<file path="src/rtl/mips16_load_store_unit.sv">
// Load/store unit between the MEM stage and a 16-bit word-organised data memory.
// Adds byte loads with extension, byte stores by read-modify-write, and misaligned-word errors.
module mips16_load_store_unit #(
    parameter int ADDR_W = 16,
    parameter int DATA_W = 16
) (
    input  logic              clock,
    input  logic              reset_n,
    input  logic              req_valid,
    output logic              req_ready,
    input  logic              req_write,
    input  logic              req_byte,
    input  logic              req_signed,
    input  logic [ADDR_W-1:0] req_addr,
    input  logic [DATA_W-1:0] req_wdata,
    output logic              resp_valid,
    output logic [DATA_W-1:0] resp_rdata,
    output logic              resp_err,
    output logic              mem_read,
    output logic              mem_write_en,
    output logic [ADDR_W-1:0] mem_access_addr,
    output logic [DATA_W-1:0] mem_write_data,
    input  logic [DATA_W-1:0] mem_read_data
);

    typedef enum logic [0:0] {IDLE, RMW_WR} state_t;

    state_t            state_reg, state_next;
    logic [DATA_W-1:0] merge_reg, merge_next;
    logic [ADDR_W-1:0] addr_reg, addr_next;
    logic              resp_valid_reg, resp_valid_next;
    logic [DATA_W-1:0] resp_rdata_reg, resp_rdata_next;
    logic              resp_err_reg, resp_err_next;

    logic              misaligned;
    logic [7:0]        load_byte;
    logic [DATA_W-1:0] load_ext;
    logic [DATA_W-1:0] merge_word;

    assign misaligned = !req_byte && req_addr[0];
    assign load_byte  = req_addr[0] ? mem_read_data[15:8] : mem_read_data[7:0];
    assign load_ext   = req_signed ? {{(DATA_W-8){load_byte[7]}}, load_byte}
                                   : {{(DATA_W-8){1'b0}}, load_byte};

    // Byte lane addressed by req_addr[0] takes the store byte; the other lane keeps memory data
    generate
        for (genvar gi = 0; gi < 2; gi++) begin : g_merge_lane
            assign merge_word[gi*8 +: 8] = (req_addr[0] == 1'(gi)) ? req_wdata[7:0]
                                                                    : mem_read_data[gi*8 +: 8];
        end
    endgenerate

    always_comb begin
        state_next      = state_reg;
        merge_next      = merge_reg;
        addr_next       = addr_reg;
        resp_valid_next = 1'b0;
        resp_rdata_next = resp_rdata_reg;
        resp_err_next   = 1'b0;
        req_ready       = 1'b0;
        mem_read        = 1'b0;
        mem_write_en    = 1'b0;
        mem_access_addr = '0;
        mem_write_data  = '0;
        case (state_reg)
            IDLE: begin
                req_ready = reset_n;
                if (reset_n && req_valid) begin
                    if (misaligned) begin
                        resp_valid_next = 1'b1;
                        resp_rdata_next = '0;
                        resp_err_next   = 1'b1;
                    end else if (req_write && req_byte) begin
                        mem_read        = 1'b1;
                        mem_access_addr = req_addr;
                        merge_next      = merge_word;
                        addr_next       = req_addr;
                        state_next      = RMW_WR;
                    end else if (req_write) begin
                        mem_write_en    = 1'b1;
                        mem_access_addr = req_addr;
                        mem_write_data  = req_wdata;
                        resp_valid_next = 1'b1;
                        resp_rdata_next = '0;
                    end else begin
                        mem_read        = 1'b1;
                        mem_access_addr = req_addr;
                        resp_valid_next = 1'b1;
                        resp_rdata_next = req_byte ? load_ext : mem_read_data;
                    end
                end
            end
            RMW_WR: begin
                // Write strobe must fall as soon as reset asserts, before the flops clear
                if (reset_n) begin
                    mem_write_en    = 1'b1;
                    mem_access_addr = addr_reg;
                    mem_write_data  = merge_reg;
                end
                resp_valid_next = 1'b1;
                resp_rdata_next = '0;
                state_next      = IDLE;
            end
            default: state_next = IDLE;
        endcase
    end

    always_ff @(posedge clock or negedge reset_n) begin
        if (!reset_n) begin
            state_reg      <= IDLE;
            merge_reg      <= '0;
            addr_reg       <= '0;
            resp_valid_reg <= 1'b0;
            resp_rdata_reg <= '0;
            resp_err_reg   <= 1'b0;
        end else begin
            state_reg      <= state_next;
            merge_reg      <= merge_next;
            addr_reg       <= addr_next;
            resp_valid_reg <= resp_valid_next;
            resp_rdata_reg <= resp_rdata_next;
            resp_err_reg   <= resp_err_next;
        end
    end

    assign resp_valid = resp_valid_reg;
    assign resp_rdata = resp_rdata_reg;
    assign resp_err   = resp_err_reg;

endmodule

</file>
<file path="config.mk">
export PLATFORM = sky130hd
export DESIGN_NAME = mips16_load_store_unit
export DESIGN_NICKNAME = d
export VERILOG_FILES = /design/src/rtl/mips16_load_store_unit.sv
export SDC_FILE = /design/constraint.sdc
export NUM_CORES = 1
export LEC_CHECK = 0
export ABC_CLOCK_PERIOD_IN_PS = 3620
export BUFFER_PORTS_ARGS = -buffer_cell sky130_fd_sc_hd__buf_2
export CAP_MARGIN = 10
export CORE_MARGIN = 1
export CORE_UTILIZATION = 35
export CTS_CLUSTER_SIZE = 30
export DETAILED_ROUTE_END_ITERATION = 10
export PLACE_DENSITY = 0.6
export SETUP_SLACK_MARGIN = 0.4
export SLEW_MARGIN = 20
export SYNTH_ARGS = -nofsm -noshare
export SYNTH_HDL_FRONTEND = slang
export SYNTH_SLANG_ARGS = --single-unit
</file>
<file path="constraint.sdc">
create_clock -name clock -period 3.62 [get_ports clock]
set_input_delay 0.724 -clock clock [delete_from_list [all_inputs] [get_ports clock]]
set_output_delay 0.724 -clock clock [all_outputs]
set_load 0.02 [all_outputs]
</file>
# Word-level counts from Yosys, hierarchy flattened
# Index checks and enable logic that the tools add are counted.
# Widths: inputs -> output; s select.
# word_totals
mem_count	0
ram_bits	0
latchBits	0
romBits	0
word_cells	59
output_inout_bits	53
ff_bits	51
# classes
n_reduce_logical	6
div_mod_pow	0
n_bitwise	2
shifts	0
addsub	0
multipliers	0
n_eq_ne	2
order_cmp	0
mux	43
# ops
op	n
$mux 16	14
$pmux 16 s2	3
$mux 8	3
$mux 1	20
$pmux 1 s2	3
$reduce_and 4->1	1
$logic_and 1x1->1	3
$ne 3x3->1 const B	1
$ne 2x2->1 const B	1
$not 1->1	2
$reduce_and 2->1	1
$logic_not 1->1	1

# Logic depth before layout (Yosys ltp)
# Gate-level depths: netlist of run 1.
# logic_depth
ltp_word	8
depth_mapped	5
mapped_depth_nobuf	4

# Least setup slack after synthesis of run 1
# OpenSTA, ideal clock, no wires.
# synth_timing
path_type	in2out
startpoint	input req_byte
endpoint	output mem_write_data[10]
t_arrival_ns	1.638
stages	4
path_slack_ns	1.258
cell_sequence	nand2b_1 > nor3_2 > buf_2 > a22o_1
# synth_between
elab_chain_cells	5
# synth_rtl
item	line_no	source
start, declared	12	input logic req_byte,
$logic_and 1x1->1 / $logic_not 1->1 (equally long branches)	73, 40	
$mux 16 / $logic_and 1x1->1 (equally long branches)	73, 40	
$mux 16 (*)	69	if (misaligned) begin
$mux 16 (*)	68	if (reset_n && req_valid) begin
$pmux 16 s2 (*)	65	case (state_reg)
end, declared	22	output logic [DATA_W-1:0] mem_write_data,
# Mark *: on every way between the ends. The rest lies on a longest branch, timed or not.

# Worst setup path in the final report of run 1
# layout_timing
startpoint	input reset_n
endpoint	output mem_write_data[4]
# layout_between
elab_chain_cells	3
# layout_rtl
item	line_no	source
start, declared	8	input logic reset_n,
$logic_and 1x1->1	68	
$mux 16	68	
$pmux 16 s2 (*)	65	
# Marks and branches as above.

==> results of run 1 <==
## critical path, delay by kind of cell
family / cells / cell delay [ns]
simple gates: 1 / 0.24
buf+inv: 4 / 1.10
compound gates: 1 / 0.20
## area by class of cell
class	instances	area, µm²
Fill cell	702	3910
Sequential cell	51	1280
Multi-Input combinational cell	132	1240
Timing Repair Buffer	111	568
Tap cell	99	124
Clock buffer	8	100
Inverter	9	33.8
## layout by cell type (no fill, tap or decap), types with 2 or more instances in the layout
| master | count |
|---|---|
| a22o_1 | 31 |
| buf_4 | 5 |
| o32ai_2 | 2 |
| nand2_1 | 3 |
| inv_1 | 8 |
| mux2_2 | 49 |
| nand2b_1 | 2 |
| and2_1 | 3 |
| mux2i_1 | 8 |
| nor2_1 | 9 |
| o2bb2ai_1 | 8 |
| buf_2 | 106 |
| dfrtp_1 | 51 |
| o32ai_1 | 6 |
| clkbuf_8 | 7 |
## cells by family after synthesis
kind of cell	after synthesis	share of synthesized area [%]
compound gates	50	17.3
buf+inv	24	4.43
flops	51	48.6
mux	57	24.1
simple gates	25	5.53
## power by group through the flow
| stage | Clock (mW) | Sequential, mW | Combinational (mW) |
|---|---|---|---|
| floorplan | 0 | 0.758 | 0.183 |
| global placement | 0 | 0.741 | 0.316 |
| detailed placement | 0 | 0.744 | 0.321 |
| CTS | 0.376 | 0.733 | 0.322 |
| global route | 0.395 | 0.747 | 0.348 |
| finish | 0.358 | 0.732 | 0.318 |
## worst paths after layout
path,startpoint,depth (start not counted),endpoint
worst min register to register,resp_rdata[5]$_DFFE_PN0P_,1,resp_rdata[5]$_DFFE_PN0P_
worst max register to register,state_reg$_DFF_PN0_,4,merge_reg[0]$_DFFE_PN0P_
worst min-delay path,resp_rdata[5]$_DFFE_PN0P_,1,resp_rdata[5]$_DFFE_PN0P_
min in group asynchronous,reset_n,2,addr_reg[0]$_DFFE_PN0P_
worst max-delay path,reset_n,6,mem_write_data[4]
max in group asynchronous,reset_n,2,resp_rdata[4]$_DFFE_PN0P_
## metal layers
layer,wire [µm],vias to the layer above,GRT usage [%]
met1,3140,1014,24.7
met3,200,10,2.80
met2,3140,54,27.3
met4,87,0,5.72
met5,0,-,0
li1,-,971,-
## stage by stage
stage	utilization [%]	total power, mW	std cells	hold WS [ns]	setup WS (ns)
3_3_place_gp	44.7	1.06	402	0.468	0.435
4_1_cts	46.0	1.43	410	0.494	0.429
5_1_grt	46.1	1.49	410	0.510	0.432
2_1_floorplan	-	0.942	207	0.428	1.26
3_5_place_dp	44.7	1.07	402	0.472	0.436
6_report	46.1	1.41	410	0.495	0.633
==> impl_metrics.env, run 1 <==
export IMPL_power_share_clock_pct=25.5
export IMPL_fin_skew_ns=0.00646
export IMPL_hp_class="register to register"
export IMPL_portBuffers=106
export IMPL_clock_sinks=51
export IMPL_synth_flop_cell="dfrtp_1"
export IMPL_status="complete, no violations"
export IMPL_synth_most_common_cell="dfrtp_1"
export IMPL_synth_largest_area_cell="dfrtp_1"
export IMPL_critPathRequiredTime_ns=2.90
export IMPL_grt_max_degree=56
export IMPL_comb_power_share_pct=22.6
export IMPL_ys_top_cells_by_count="dfrtp_1 (51), mux2_2 (49), a22o_1 (31)"
export IMPL_start_kind="input port"
export IMPL_viasPerCell=5.00
export IMPL_netSwitchingFraction_pct=28.2
export IMPL_postCtsSetupRepairBufs=0
export IMPL_cp_slowest_stage_delay_ns=0.57
export IMPL_synth_top_cell_area_share_pct=48.6
export IMPL_power_leakage_nw=1.69
export IMPL_grt_setup_unrepaired="false"
export IMPL_crit_path_max_fanout=55
export IMPL_grt_use_total_pct=17.5
export IMPL_p_per_area_mw_per_mm2=421
export IMPL_grt_antenna_before_repair=0
export IMPL_die_width_um=88.6
export IMPL_ys_seq_area_share_pct=48.6
export IMPL_gp_congestion=0.794
export IMPL_synth_nets=261
export IMPL_yosysWarnings=0
export IMPL_grt_pass1_wl_um=10200
export IMPL_critPathKind="input port to output port"
export IMPL_drtIter0Drc=76
export IMPL_cp_arrival_ns=2.26
export IMPL_n_antenna_cell=0
export IMPL_slew_violations=0
export IMPL_synth_edff_count=0
export IMPL_timing_final_crit_share_pct=82.5
export IMPL_htree_levels=2
export IMPL_core_rowCount=31
export IMPL_layout_drive_gt1_share_pct=56.9
export IMPL_seq_power_share_pct=52.0
export IMPL_slowest_stage="buf_4"
export IMPL_postLayoutCellArea_mm2=0.00334
export IMPL_synth_seq_cells=51
export IMPL_fp_dieArea_mm2=0.00785
export IMPL_drt_wl_total_um=6570
export IMPL_final_setup_tns_ns=0
export IMPL_syn_inst=207
export IMPL_p_int_mw=1.01
export IMPL_hpwl_um=4770
export IMPL_cts_tree="done"
export IMPL_ant_nets=0
export IMPL_syn_area_per_cell_um2=12.7
export IMPL_cts_root_buf="clkbuf_8"
export IMPL_final_nets=364
export IMPL_firstDrtPassIters=4
export IMPL_numCtsBuffers=5
export IMPL_cts_resized=0
export IMPL_clkTransAtPathRegs_ns=0.08
export IMPL_switchingPower_mw=0.397
export IMPL_ir_drop_mv=0.152
export IMPL_avgRoutedWirePerCell_um=16.0
export IMPL_rrSetupSlack_ns=1.72
export IMPL_grt_overflow=0
export IMPL_postCtsHoldBufs=0
export IMPL_tightest_slew_ns=0.723
export IMPL_end_kind="output port"
export IMPL_cp_cell_sequence="buf_2 -> buf_4 -> and2_1 -> buf_4 -> a22o_1 -> buf_2"
export IMPL_grt_pass1_vias=1953
export IMPL_io_pins=107
export IMPL_cts_buffer_depth=2
export IMPL_hold_viol=0
export IMPL_area_delta_synth_final_pct=27.3
export IMPL_die_h_um=88.6
export IMPL_drc=0
export IMPL_synthTopCellsByArea="dfrtp_1 (49%), mux2_2 (21%), a22o_1 (10%)"
export IMPL_cap_viol_max_count=0
export IMPL_clk_latency_ns=0.30
export IMPL_placed_cell_area_mm2=0.00324
export IMPL_layout_min_cycle_time_ns=2.99
export IMPL_async_flop_share_pct=100
export IMPL_coreArea_mm2=0.00725
export IMPL_start_util_pct=36.2
export IMPL_slew_limit_headroom_pct=51.8
export IMPL_synth_cell_type_count=27
export IMPL_syn_area_mm2=0.00263
export IMPL_fmax_ghz=0.335
export IMPL_setup_viol=0
export IMPL_via_count=2049
(Power assumes the default switching activity.)
==> run 2, diff against run 1 <==
--- a/config.mk
+++ b/config.mk
@@ -5,7 +5,8 @@
 export SDC_FILE = /design/constraint.sdc
 export NUM_CORES = 1
 export LEC_CHECK = 0
-export ABC_CLOCK_PERIOD_IN_PS = 3620
+export ABC_AREA = 1
+export ABC_CLOCK_PERIOD_IN_PS = 2750
 export BUFFER_PORTS_ARGS = -buffer_cell sky130_fd_sc_hd__buf_2
 export CAP_MARGIN = 10
 export CORE_MARGIN = 1
==> constraint.sdc (replaced) <==
create_clock -name clock -period 2.75 [get_ports clock]
set_input_delay 0.55 -clock clock [delete_from_list [all_inputs] [get_ports clock]]
set_output_delay 0.55 -clock clock [all_outputs]
set_load 0.02 [all_outputs]
==> impl_metrics.env, run 2 <==
export IMPL_status="complete, no violations"
export IMPL_slew_violations=0
export IMPL_ir_drop_mv=0.202
export IMPL_grt_pass1_wl_um=12100
export IMPL_fmax_ghz=0.467
export IMPL_hp_class="input port to async pin"
export IMPL_setup_viol=0
export IMPL_final_common_cell="nand2_1"
export IMPL_slew_limit_headroom_pct=65.8
export IMPL_viasPerCell=4.67
export IMPL_numCtsBuffers=5
export IMPL_synth_flop_cell="dfrtp_1"
export IMPL_synth_cell_type_count=16
export IMPL_synth_seq_cells=51
export IMPL_final_nets=540
export IMPL_htree_levels=2
export IMPL_syn_inst=383
export IMPL_synth_nets=437
export IMPL_synth_largest_area_cell="dfrtp_1"
export IMPL_grt_use_total_pct=20.0
export IMPL_drt_wl_total_um=7440
export IMPL_cp_arrival_ns=1.59
export IMPL_met3_usage_pct=4.06
export IMPL_grt_antenna_before_repair=0
export IMPL_grt_setup_unrepaired="false"
export IMPL_synth_top_cell_area_share_pct=47.6
export IMPL_synthTopCellsByArea="dfrtp_1 (48%), nand2_1 (20%), o21ai_0 (14%)"
export IMPL_clock_sinks=51
export IMPL_use_met2_pct=28.9
export IMPL_ys_top_cells_by_count="nand2_1 (142), o21ai_0 (74), dfrtp_1 (51)"
export IMPL_layout_drive_gt1_share_pct=26.5
export IMPL_start_kind="register"
export IMPL_end_kind="output port"
export IMPL_p_per_area_mw_per_mm2=526
export IMPL_clk_latency_ns=0.30
export IMPL_firstDrtPassIters=4
export IMPL_grt_pass1_vias=2407
export IMPL_synth_edff_count=0
export IMPL_via_count=2734
export IMPL_n_antenna_cell=0
export IMPL_hpwl_um=5540
export IMPL_postLayoutCellArea_mm2=0.00343
export IMPL_clkTransAtPathRegs_ns=0.09
export IMPL_cts_tree="done"
export IMPL_syn_area_per_cell_um2=7.01
export IMPL_power_leakage_nw=1.96
export IMPL_gr_usage_met1_pct=30.3
export IMPL_final_setup_tns_ns=0
export IMPL_timing_final_crit_share_pct=77.9
export IMPL_critPathRequiredTime_ns=2.20
export IMPL_tightest_slew_ns=0.512
export IMPL_drc=0
export IMPL_hold_viol=0
export IMPL_grt_overflow=0
export IMPL_cts_root_buf="clkbuf_8"
export IMPL_cap_viol_max_count=0
export IMPL_die_width_um=89.6
export IMPL_layout_common_cells="nand2_1 (142), buf_2 (106), o21ai_0 (72)"
export IMPL_area_delta_synth_final_pct=27.9
export IMPL_syn_area_mm2=0.00268
export IMPL_io_pins=107
export IMPL_drtIter0Drc=134
export IMPL_avgRoutedWirePerCell_um=12.7
export IMPL_yosysWarnings=0
export IMPL_core_rowCount=31
export IMPL_gp_congestion=0.871
export IMPL_start_util_pct=36.6
export IMPL_grt_max_degree=39
export IMPL_fp_dieArea_mm2=0.00802
export IMPL_ant_nets=0
export IMPL_crit_path_max_fanout=16
export IMPL_critPathKind="register to output port"
export IMPL_placed_cell_area_mm2=0.00332
export IMPL_grt_busiest_layer="met1"
export IMPL_coreArea_mm2=0.00733
export IMPL_postCtsHoldBufs=0
export IMPL_die_h_um=89.6
export IMPL_ys_seq_area_share_pct=47.6
export IMPL_cts_buffer_depth=2
export IMPL_synth_most_common_cell="nand2_1"
export IMPL_fin_skew_ns=0.00398
export IMPL_portBuffers=106
export IMPL_async_flop_share_pct=100
export IMPL_layout_min_cycle_time_ns=2.14
-- run 2: logic make-up (layout without fill, tap and decap cells) --
| kind of cell | after synthesis | in the layout | share of synthesized area [%] |
|---|---|---|---|
| and+or+nand+nor | 177 | 177 | 26.1 |
| AOI/OAI and AO/OA | 84 | 84 | 15.9 |
| buffers and inverters | 71 | 174 | 10.4 |
| DFF | 51 | 51 | 47.6 |
-- run 2: power by group --
group	switching (mW)	internal, mW
Combinational	0.253	0.136
Sequential	0.0491	0.869
Clock	0.233	0.267
Total	0.535	1.27
-- run 2: final cells by class --
class                   count  area (µm²)
clock inverters             1        30.0
flip-flops and latches     51        1280
well taps                  99         124
clock buffers               6        72.6
multi-input cells         261        1130
fillers                   785        3900
repair buffers            115         602
inverters                  52         199
-- run 2: stage by stage --
| stage | total power [mW] | instances | util (%) | setup WS [ns] | hold slack, ns |
|---|---|---|---|---|---|
| 6_report | 1.81 | 585 | 46.8 | 0.608 | 0.242 |
| 4_1_cts | 1.83 | 585 | 46.7 | 0.457 | 0.228 |
| 3_5_place_dp | 1.32 | 578 | 45.3 | 0.527 | 0.461 |
| 3_3_place_gp | 1.31 | 578 | 45.3 | 0.518 | 0.460 |
| 2_1_floorplan | 1.16 | 383 | - | 0.659 | 0.254 |
| 5_1_grt | 1.94 | 585 | 46.8 | 0.418 | 0.248 |
-- run 2: worst paths after layout --
check | slack (ns) | from | cells after the start | endpoint
max in group asynchronous | 2.05 | reset_n | 2 | addr_reg[0]$_DFFE_PN0P_
worst min-delay path | 0.24 | reset_n | 2 | merge_reg[13]$_DFFE_PN0P_
worst max-delay path | 0.61 | state_reg$_DFF_PN0_ | 6 | mem_access_addr[3]
min in group clock | 0.48 | resp_rdata[8]$_DFFE_PN0P_ | 2 | resp_rdata[8]$_DFFE_PN0P_
worst min register to register | 0.48 | resp_rdata[8]$_DFFE_PN0P_ | 2 | resp_rdata[8]$_DFFE_PN0P_
worst max register to register | 1.17 | state_reg$_DFF_PN0_ | 6 | merge_reg[2]$_DFFE_PN0P_
-- run 2: per-layer routing --
layer,up-vias,part of all wire (%)
met2,81,46
li1,1404,-
met5,-,0
met3,4,5.1
met4,0,0.87
met1,1245,48
-- run 2: critical path: stages (launching register included) --
cell and delay [ns]:
dfrtp_1 0.41, inv_1 0.11, nand3_1 0.11, nor2_2 0.15, inv_2 0.14, o21ai_0 0.18
buf_2 0.19
-- run 2: repair_timing --
action / 4_1_cts / 5_1_grt
buffers inserted: 0 / 0
resized for setup: 0 / 5
endpoints found under the setup margin: 0 / 23
==> run 3, diff against run 2 <==
--- a/config.mk
+++ b/config.mk
@@ -6,14 +6,14 @@
 export NUM_CORES = 1
 export LEC_CHECK = 0
 export ABC_AREA = 1
-export ABC_CLOCK_PERIOD_IN_PS = 2750
+export ABC_CLOCK_PERIOD_IN_PS = 1900
 export BUFFER_PORTS_ARGS = -buffer_cell sky130_fd_sc_hd__buf_2
 export CAP_MARGIN = 10
 export CORE_MARGIN = 1
 export CORE_UTILIZATION = 35
 export CTS_CLUSTER_SIZE = 30
 export DETAILED_ROUTE_END_ITERATION = 10
-export PLACE_DENSITY = 0.6
+export PLACE_DENSITY = 0.62
 export SETUP_SLACK_MARGIN = 0.4
 export SLEW_MARGIN = 20
 export SYNTH_ARGS = -nofsm -noshare
==> constraint.sdc (replaced) <==
create_clock -name clock -period 1.9 [get_ports clock]
set_input_delay 0.38 -clock clock [delete_from_list [all_inputs] [get_ports clock]]
set_output_delay 0.38 -clock clock [all_outputs]
set_load 0.02 [all_outputs]
==> impl_metrics.env, run 3 (same netlist as run 2, synthesis figures left out) <==
export IMPL_ir_drop_mv=0.329
export IMPL_coreArea_mm2=0.00733
export IMPL_drc=0
export IMPL_area_delta_synth_final_pct=56.4
export IMPL_layout_common_cells="nand2_1 (121), buf_2 (73), dfrtp_1 (51)"
export IMPL_critPathRequiredTime_ns=1.52
export IMPL_path_buf_inv=5
export IMPL_clk_latency_ns=0.31
export IMPL_timing_final_crit_share_pct=100
export IMPL_power_mw=2.74
export IMPL_fin_skew_ns=0.00363
export IMPL_violations="setup timing"
export IMPL_hp_class="input port to async pin"
export IMPL_fillers=657
export IMPL_clock_sinks=51
export IMPL_postLayoutCellArea_mm2=0.00420
export IMPL_clkTransAtPathRegs_ns=0.09
export IMPL_die_h_um=89.6
export IMPL_end_kind="output port"
export IMPL_slew_limit_headroom_pct=71.2
export IMPL_cp_slowest_stage_delay_ns=0.40
export IMPL_cp_cell_sequence="buf_4 -> buf_6 -> nand2_4 -> inv_2 -> buf_12 -> nand2_2 -> o21ai_4 -> buf_4"
export IMPL_ant_nets=0
export IMPL_placed_cell_area_mm2=0.00350
export IMPL_gp_congestion=0.814
export IMPL_htree_levels=2
export IMPL_fin_cells=610
export IMPL_via_count=2936
export IMPL_viasPerCell=4.81
export IMPL_hold_viol=0
export IMPL_power_leakage_nw=2.21
export IMPL_setup_viol=7
export IMPL_layout_drive_gt1_share_pct=42.3
export IMPL_numCtsBuffers=5
export IMPL_tightest_slew_ns=0.431
export IMPL_final_common_cell="nand2_1"
export IMPL_fmax_ghz=0.525
export IMPL_final_setup_tns_ns=-0.0162
export IMPL_fin_hold_ws_ns=0.194
export IMPL_portBuffers=106
export IMPL_fp_dieArea_mm2=0.00802
export IMPL_critPathKind="register to output port"
export IMPL_n_antenna_cell=0
export IMPL_grt_setup_unrepaired="true"
export IMPL_io_pins=107
export IMPL_final_nets=564
export IMPL_fin_ws_ns=-0.00544
export IMPL_slowest_stage="dfrtp_1"
export IMPL_crit_family="buffers and inverters"
export IMPL_status="complete, but fails checks"
export IMPL_cts_buffer_depth=2
export IMPL_firstDrtPassIters=4
export IMPL_cap_viol_max_count=0
export IMPL_dp_cells=585
export IMPL_start_kind="register"
export IMPL_cts_root_buf="clkbuf_8"
export IMPL_cts_tree="done"
export IMPL_layout_min_cycle_time_ns=1.91
export IMPL_p_per_area_mw_per_mm2=653
export IMPL_grt_use_total_pct=21.5
export IMPL_drtIter0Drc=119
export IMPL_grt_overflow=0
export IMPL_grt_antenna_before_repair=0
export IMPL_grt_max_degree=37
export IMPL_start_util_pct=36.6
export IMPL_grt_pass1_vias=2734
export IMPL_drt_wl_total_um=8580
export IMPL_slew_violations=0
export IMPL_avgRoutedWirePerCell_um=14.1
export IMPL_cp_arrival_ns=1.53
export IMPL_core_rowCount=31
export IMPL_die_width_um=89.6
export IMPL_cp_common_cell="buf_4"
export IMPL_hpwl_um=5750
export IMPL_grt_pass1_wl_um=13100
export IMPL_crit_path_max_fanout=18
-- run 3: changes by cell type in the layout (fill, tap and decap cells not counted), sizes merged --
cell / previous run / this run
buf: 115 / 138
bufinv: 1 / 0
clkbuf: 6 / 8
clkinvlp: 1 / 0
clkinv: 0 / 1
inv: 51 / 52
-- run 3: timing repair --
action,4_1_cts,5_1_grt
buffers inserted,13,2
hold endpoints to repair,0,0
setup endpoints to repair,50,84
hold buffers,0,0
pin swaps,1,11
gates resized for setup,72,75
cloned,0,2
-- run 3: path summary, 6_finish.rpt --
path	startpoint	endpoint	slack, ns	cells after the start
min in group clock	req_addr[4]	addr_reg[4]$_DFFE_PN0P_	0.33	3
max in group asynchronous	reset_n	resp_rdata[12]$_DFFE_PN0P_	1.02	3
min	reset_n	merge_reg[12]$_DFFE_PN0P_	0.19	2
max	state_reg$_DFF_PN0_	mem_access_addr[13]	-0.005	8
min reg2reg	resp_rdata[10]$_DFFE_PN0P_	resp_rdata[10]$_DFFE_PN0P_	0.48	2
max reg2reg	state_reg$_DFF_PN0_	resp_rdata[13]$_DFFE_PN0P_	0.01	14
-- run 3: final cells by class --
type | instances | area, µm² | area share [%]
Multi-Input combinational cell | 261 | 1450 | 34.5
Sequential cell | 51 | 1280 | 30.4
Timing Repair Buffer | 138 | 1020 | 24.4
Inverter | 52 | 218 | 5.19
Tap cell | 99 | 124 | 2.95
Clock buffer | 8 | 100 | 2.39
Timing Repair inverter | 1 | 6.26 | 0.149
-- run 3: power breakdown --
part           internal (mW)  switching, mW
combinational          0.271          0.437
sequential              1.26         0.0830
clock                  0.333          0.360
-- run 3: metal layers --
metal | global-route usage (%) | vias to the layer above | wire (µm)
met5 | 0 | - | 0
met4 | 6.20 | 0 | 172
met3 | 4.99 | 13 | 445
met2 | 36.4 | 75 | 4270
met1 | 27.3 | 1396 | 3690
li1 | - | 1452 | -
-- run 3: stage by stage --
| step | utilization, % | setup WS (ns) |
|---|---|---|
| floorplan | - | 0.287 |
| global placement | 47.8 | 0.121 |
| detailed placement | 47.8 | 0.0812 |
| CTS | 53.3 | 0.00645 |
| global route | 57.2 | -0.0558 |
| finish | 57.2 | -0.00544 |
